`config.mk`:
```
export PLATFORM = sky130hd
export DESIGN_NAME = ebpf_serial_addsub
export DESIGN_NICKNAME = d
export VERILOG_FILES = /design/src/rtl/ebpf_serial_addsub.sv
export SDC_FILE = /design/constraint.sdc
export NUM_CORES = 1
export LEC_CHECK = 0
export BUFFER_PORTS_ARGS = -buffer_cell sky130_fd_sc_hd__buf_2
export CAP_MARGIN = 40
export CORE_ASPECT_RATIO = 0.9
export CORE_MARGIN = 5
export CORE_UTILIZATION = 49
export CTS_CLUSTER_DIAMETER = 60
export DETAILED_ROUTE_END_ITERATION = 8
export GPL_ROUTABILITY_DRIVEN = 0
export PLACE_DENSITY = 0.72
export RECOVER_POWER = 50
export SLEW_MARGIN = 20
export SYNTH_ARGS = -nofsm -noshare
export SYNTH_HDL_FRONTEND = slang
export SYNTH_SLANG_ARGS = --single-unit
```
`constraint.sdc`:
```
create_clock -name clk -period 1.8 [get_ports clk]
set_input_delay 0.18 -clock clk [delete_from_list [all_inputs] [get_ports clk]]
set_output_delay 0.18 -clock clk [all_outputs]
set_load 0.01 [all_outputs]
```
`src/rtl/ebpf_serial_addsub.sv`:
```
// ebpf_serial_addsub: bit-serial WIDTH-bit add/subtract unit for the eBPF ALU.
// Operands are pushed LSB-first through one full-adder cell, one bit per clock.
//
// Optional build macro: EBPF_ALU32_EN adds the alu32 port (32-bit op with
// zero-extended result; requires WIDTH == 64).
//
// Ports:
//   clk, rst_n            clock, synchronous active-low reset
//   in_valid / in_ready   operand handshake (op_a, op_b, sub[, alu32])
//   out_valid / out_ready result handshake (result, carry_out, overflow)
//   busy                  high while an operation is in RUN or DONE
module ebpf_serial_addsub #(
    parameter int unsigned WIDTH = 64
) (
    input  logic             clk,
    input  logic             rst_n,
    input  logic             in_valid,
    output logic             in_ready,
    input  logic [WIDTH-1:0] op_a,
    input  logic [WIDTH-1:0] op_b,
    input  logic             sub,
`ifdef EBPF_ALU32_EN
    input  logic             alu32,
`endif
    output logic             out_valid,
    input  logic             out_ready,
    output logic [WIDTH-1:0] result,
    output logic             carry_out,
    output logic             overflow,
    output logic             busy
);

    localparam int unsigned CW = (WIDTH > 2) ? $clog2(WIDTH) : 1;
    localparam logic [CW-1:0] LAST_FULL = CW'(WIDTH - 1);

    typedef enum logic [1:0] {
        S_IDLE,
        S_RUN,
        S_DONE
    } state_t;

    state_t           state;
    state_t           state_nxt;
    logic [WIDTH-1:0] a_sh;
    logic [WIDTH-1:0] b_sh;
    logic [WIDTH-2:0] res_sh;
    logic             carry;
    logic [CW-1:0]    cnt;
`ifdef EBPF_ALU32_EN
    logic             alu32_q;
`endif

    logic             sum_c;
    logic             cout_c;
    logic             last_c;
    logic [CW-1:0]    last_idx_c;
    logic [WIDTH-1:0] final_c;

    // Full-adder cell, last-bit detect and next-state decode
    always_comb begin
        state_nxt  = state;
        sum_c      = a_sh[0] ^ b_sh[0] ^ carry;
        cout_c     = (a_sh[0] & b_sh[0]) | (carry & (a_sh[0] ^ b_sh[0]));
`ifdef EBPF_ALU32_EN
        last_idx_c = alu32_q ? CW'(31) : LAST_FULL;
        // In 32-bit mode bits 0..30 sit in res_sh[WIDTH-2:WIDTH-32] after 31 shifts
        final_c    = alu32_q ? {{(WIDTH-32){1'b0}}, sum_c, res_sh[WIDTH-2:WIDTH-32]}
                             : {sum_c, res_sh};
`else
        last_idx_c = LAST_FULL;
        final_c    = {sum_c, res_sh};
`endif
        last_c     = (cnt == last_idx_c);

        case (state)
            S_IDLE:  if (in_valid)  state_nxt = S_RUN;
            S_RUN:   if (last_c)    state_nxt = S_DONE;
            S_DONE:  if (out_ready) state_nxt = S_IDLE;
            default:                state_nxt = S_IDLE;
        endcase
    end

    // State, datapath and registered status outputs
    always_ff @(posedge clk) begin
        if (!rst_n) begin
            state     <= S_IDLE;
            in_ready  <= 1'b1;
            out_valid <= 1'b0;
            busy      <= 1'b0;
            result    <= '0;
            carry_out <= 1'b0;
            overflow  <= 1'b0;
            a_sh      <= '0;
            b_sh      <= '0;
            res_sh    <= '0;
            carry     <= 1'b0;
            cnt       <= '0;
`ifdef EBPF_ALU32_EN
            alu32_q   <= 1'b0;
`endif
        end else begin
            state     <= state_nxt;
            in_ready  <= (state_nxt == S_IDLE);
            out_valid <= (state_nxt == S_DONE);
            busy      <= (state_nxt != S_IDLE);

            case (state)
                S_IDLE: begin
                    if (in_valid) begin
                        // Subtract as A + ~B + 1: invert B here, seed carry with sub
                        a_sh  <= op_a;
                        b_sh  <= op_b ^ {WIDTH{sub}};
                        carry <= sub;
                        cnt   <= '0;
`ifdef EBPF_ALU32_EN
                        alu32_q <= alu32;
`endif
                    end
                end
                S_RUN: begin
                    a_sh   <= a_sh >> 1;
                    b_sh   <= b_sh >> 1;
                    res_sh <= (WIDTH-1)'({sum_c, res_sh} >> 1);
                    carry  <= cout_c;
                    if (last_c) begin
                        // carry still holds the carry into the MSB here
                        result    <= final_c;
                        carry_out <= cout_c;
                        overflow  <= carry ^ cout_c;
                    end else begin
                        cnt <= cnt + CW'(1);
                    end
                end
                default: ;
            endcase
        end
    end

endmodule

```
### Word level (Yosys, flattened, before mapping)

Index checks and enable logic that the tools add are counted.

| storage, ports and cells | value |
|---|---|
| bits in read-only memories | 0 |
| input bits | 133 |
| output and inout port bits | 69 |
| memories | 0 |
| bits in latches | 0 |
| bits in registers | 269 |
| memory bits (writable) | 0 |
| word-level logic and storage cells | 46 |

| operators by class | value |
|---|---|
| eq/ne operators | 6 |
| reduce and logical (&&, ||, !) cells | 7 |
| shift-type cells | 0 |
| order comparisons | 0 |
| $mul | 0 |
| divide/modulo/power cells | 0 |
| bitwise gates (word level) | 7 |
| add/sub/neg operators | 1 |
| muxes and demuxes | 13 |

Operators with widths:

| kind | count |
|---|---|
| case mux 64 bit (2 select lines) | 2 |
| 2-to-1 mux 64 bit | 2 |
| XOR 64 bit | 1 |
| 2-to-1 mux 6 bit | 2 |
| case mux 6 bit (2 select lines) | 1 |
| adder 6 x 1 -> 6 bit, second input constant | 1 |
| equality test 6 bit, second input constant | 1 |
| 2-to-1 mux 2 bit | 3 |
| case mux 2 bit (3 select lines) | 1 |
| equality test 2 bit, second input constant | 2 |
| zero test 2 bit | 2 |
| inequality test 2 bit, second input constant | 2 |
| AND reduction 2 bit | 2 |
| nonzero test 2 bit | 2 |
| AND reduction 3 bit | 1 |
| XOR 1 bit | 3 |
| AND 1 bit | 2 |
| equality test 2 x 1 -> 1 bit, second input constant | 1 |
| case mux 1 bit (2 select lines) | 1 |
| 2-to-1 mux 1 bit | 1 |
| OR 1 bit | 1 |

### Logic depth before layout (Yosys ltp)

| depth | value |
|---|---|
| depth after elaboration | 4 |
| mapped depth | 7 |
| mapped depth without buffers | 5 |

### Worst setup path before layout

Ideal clock, no wire load.

| timing path | value |
|---|---|
| kind | register to register |
| start point | register cnt[0] |
| end point | register result[26] |
| cell stages (with the launch flop) | 8 |
| arrival | 1.463 ns |
| setup time | 0.114 ns |
| clock period less this slack | 1.576 ns |
| setup slack | 0.224 ns |
| path buffers | 2 |
| path through | dfxtp_1 > ha_1 > nand2_1 > or3_1 > buf_4 > buf_6 > nand3_2 > nand2_1 |

| on the way | value |
|---|---|
| word-level cells in the longest chain between the ends | 2 |

RTL lines:

| item | line | source |
|---|---|---|
| from (decl) | 48 | `logic [CW-1:0] cnt;` |
| from (signal assigned) | 131 | `cnt <= cnt + CW'(1);` |
| equality test 6 bit | 73 | `last_c = (cnt == last_idx_c);` |
| AND reduction 2 bit (no source line) | n/a |  |
| to (signal assigned) | 127 | `result <= final_c;` |
| to (decl) | 27 | `output logic [WIDTH-1:0] result,` |

No other way between the ends.
A chain may end at the register's enable or synchronous reset.

### Final worst setup path

| timing path | value |
|---|---|
| start point | register cnt[1] |
| end point | register result[20] |

The elaborated chain is that of the path after synthesis.

==> impl_metrics.py <==
metrics = {
    "global_routing": {
        "grt_pass1_vias": 9285,
        "grt_use_total": 0.212,
        "antenna_found_initial": 4,
        "grt_max_degree": 106,
        "grt-ovfl-total": 0,
        "grt_pass1_wl_um": 45700,
    },
    "clocking": {
        "cts.sinks": 269,
        "htreeDepth": 1,
        "cts_inserted_buffers": 28,
        "clock_path_buffers": 3,
        "clock-root-buffer": "clkbuf_16",
        "path_clk_slew_ns": 0.06,
        "clock_latency_ns": 0.53,
        "cts_tree": "built",
    },
    "worst_hold_path": {
        "hold_end": "b_sh[41]",
        "hold_path_class": "input port to flop",
        "hold_start": "op_b[41]",
        "whs_path_depth": 4,
    },
    "critical_path": {
        "crit_chain": "ha_1 -> nand2_1 -> or3_2 -> buf_12 -> nand3_1 -> nand2_1",
        "worstPathMaxFanout": 64,
        "cp.required_ns": 2.22,
        "cpMaxStageDelayCell": "or3_2",
        "crit_path_end_kind": "flop",
        "critPathKind": "flop to flop",
        "cpPeakStageDelay_ns": 0.49,
        "path_common_cell": "nand2_1",
        "r2r_setup_slack_ns": 0.12,
        "cp-start-kind": "flop",
        "worst_ep_arrival_time_ns": 2.10,
        "r2r_end": "result[20]",
        "r2r_cells": 6,
        "reg2reg_from": "cnt[1]",
    },
    "timing": {
        "grt_setup_unrepaired": "no",
        "fin_crit_ns": 1.68,
        "worst_pin_slew_ns": 0.658,
        "setup_viol": 0,
        "fmax_mhz": 596,
        "fin_crit_sh": 0.932,
        "slew_violations": 0,
        "tns_ns": 0,
        "hold_violations": 0,
        "skew_ns": 0.0120,
        "maxSlewHeadroom": 0.561,
        "hold_ws_ns": 0.0235,
    },
    "synthesis": {
        "synth.top_cell.area_share": 0.498,
        "synth_top_cells_by_area": "dfxtp_1, nand2_1, nand3_1, xor2_1, o221ai_1",
        "syn_area_per_cell_um2": 8.50,
        "synth_nets": 1409,
        "ys_warn_count": 0,
        "synthCells": 1274,
        "ys_ff_latch": 269,
        "yosysSeqAreaShare": 0.498,
        "synth_cell_type_count": 39,
        "synth_area_um2": 10800,
        "yosys.area.top_type": "dfxtp_1",
    },
    "power": {
        "power_density_nw_per_um2": 1010,
        "p_leak_nw": 5.53,
        "power_mw": 13.7,
        "irDropWorstVdd_mv": 0.723,
    },
    "finish": {
        "final_nets": 1616,
        "multi_input_area_um2": 4900,
        "drive_above_1_share": 0.151,
        "area_delta_synth_final_pct": 26.1,
        "seq_area_um2": 5390,
        "fillers": 1912,
    },
    "floorplan": {
        "fp.dieW_um": 167,
        "io_pins": 202,
        "rows": 51,
        "start_util": 0.499,
        "fp.dieH_um": 151,
        "dieArea_um2": 25200,
        "core_um2": 21700,
    },
    "route": {
        "via_per_inst": 5.45,
        "wl_um": 27900,
        "drc": 0,
        "wire_per_inst_um": 15.6,
        "vias": 9775,
        "ant_nets": 0,
        "drtIter0Drc": 694,
        "first_pass_iters": 5,
    },
    "placement": {
        "numPortBuffers": 201,
        "dpl.hpwl_um": 15900,
    },
    "outcome": {
        "run_status": "finished clean",
    },
    "run": {
        "drv_cap": 0,
    },
}
[synth_stat cells]
cell type  count
a21boi_0      62
a21oi_1       67
a22oi_1        2
a311oi_1       1
a31oi_1        1
and2_1         2
and3_1         2
buf_1          4
buf_2         36
buf_4          3
buf_6          6
clkbuf_1      71
dfxtp_1      269
fa_1           1
ha_1           1
inv_1          5
nand2_1      197
nand2b_1       2
nand3_1      124
nand3_2       11
nand4_1        1
nor2_1       127
nor2b_1        3
nor3_1         1
nor3_4         1
o211a_1        3
o211ai_1       1
o21a_1         3
o21ai_0       68
o21ai_1        1
o21ba_2        1
o221ai_1      63
o22ai_1       63
or2_2          1
or3_1          2
or3b_1         1
or4_1          1
xnor2_1        1
xor2_1        65
[final cells by class]
cell class              count  area share
flip-flops and latches    269       0.395
well taps                 291      0.0267
inverters                   5     0.00138
multi-input cells         880       0.359
clock inverters             7     0.00807
clock buffers              41      0.0624
diodes                      2    0.000367
repair buffers            297       0.147
[metal layers]
layer  GRT usage  share of wire  up-vias
li1            -              -     4845
met3      0.0470          0.066       70
met4      0.0683          0.030        4
met5           0        0.00050        -
met2       0.353           0.46      308
met1       0.277           0.44     4548
[repair_timing]
action / in CTS / in global routing
gates resized for setup: 0 / 2
buffers inserted: 0 / 2
endpoints found under the setup margin: 0 / 10
hold endpoints to repair: 66 / 0
hold buffers: 66 / 0
[logic make-up after synthesis]
family / share of synthesized area
simple gates: 0.191
compound gates: 0.203
flops: 0.498
buf+inv: 0.0527
xor+xnor: 0.0534
fa+ha+maj: 0.00301
[worst max-delay path by stage]
stage	start	end	slack, ns	depth (start not counted)
global placement	state[0]	result[52]	0.18	5
floorplan	cnt[0]	result[26]	0.22	7
global route	cnt[0]	result[23]	0.005	6
detailed placement	state[0]	b_sh[47]	0.14	4
finish	cnt[1]	result[20]	0.12	6
CTS	state[0]	b_sh[44]	0.13	4
[registers in the layout, indices dropped and copies added, names as in the netlist]
signal     count
res_sh        63
cnt            6
in_ready       1
busy           1
out_valid      1
carry_out      1
overflow       1
b_sh          64
a_sh          64
state          2
carry          1
result        64
[through the flow]
step	std cells	setup slack, ns	utilization	instance area [um2]
after floorplan	1274	0.224	-	10800
after global placement	1674	0.178	0.558	12100
after detailed placement	1674	0.137	0.558	12100
after CTS	1788	0.129	0.633	13700
after global routing	1792	0.00511	0.629	13600
final	1792	0.123	0.629	13600
[critical path: cells and delay by family (launching register included)]
family	cells	cell delay (ns)
buffers and inverters	1	0.21
flip-flops	1	0.36
AND/OR/NAND/NOR	4	0.76
adder cells (fa/ha/maj)	1	0.18
[cells in the final DEF, fill, tap and decap left out, types with 3 or more instances in the layout]
master | Yosys | layout
o211a_1 | 3 | 3
buf_12 | 0 | 15
bufinv_16 | 0 | 3
a21boi_0 | 62 | 62
nand2_1 | 197 | 196
dlygate4sd3_1 | 0 | 66
nand3_1 | 124 | 124
a21oi_1 | 67 | 67
nor2_1 | 127 | 127
xor2_1 | 65 | 65
clkinv_2 | 0 | 4
buf_4 | 3 | 13
clkbuf_1 | 71 | 73
buf_2 | 36 | 130
o21ai_0 | 68 | 68
o21a_1 | 3 | 3
o221ai_1 | 63 | 63
dfxtp_1 | 269 | 268
inv_1 | 5 | 4
clkbuf_8 | 0 | 9
nand3_2 | 11 | 11
clkbuf_16 | 0 | 29
o22ai_1 | 63 | 63
[power breakdown]
part / switching (mW) / total, mW / internal [mW]
clock network: 2.30 / 5.97 / 3.67
registers: 0.155 / 6.40 / 6.25
logic: 0.755 / 1.37 / 0.618
(Power assumes the default switching activity.)
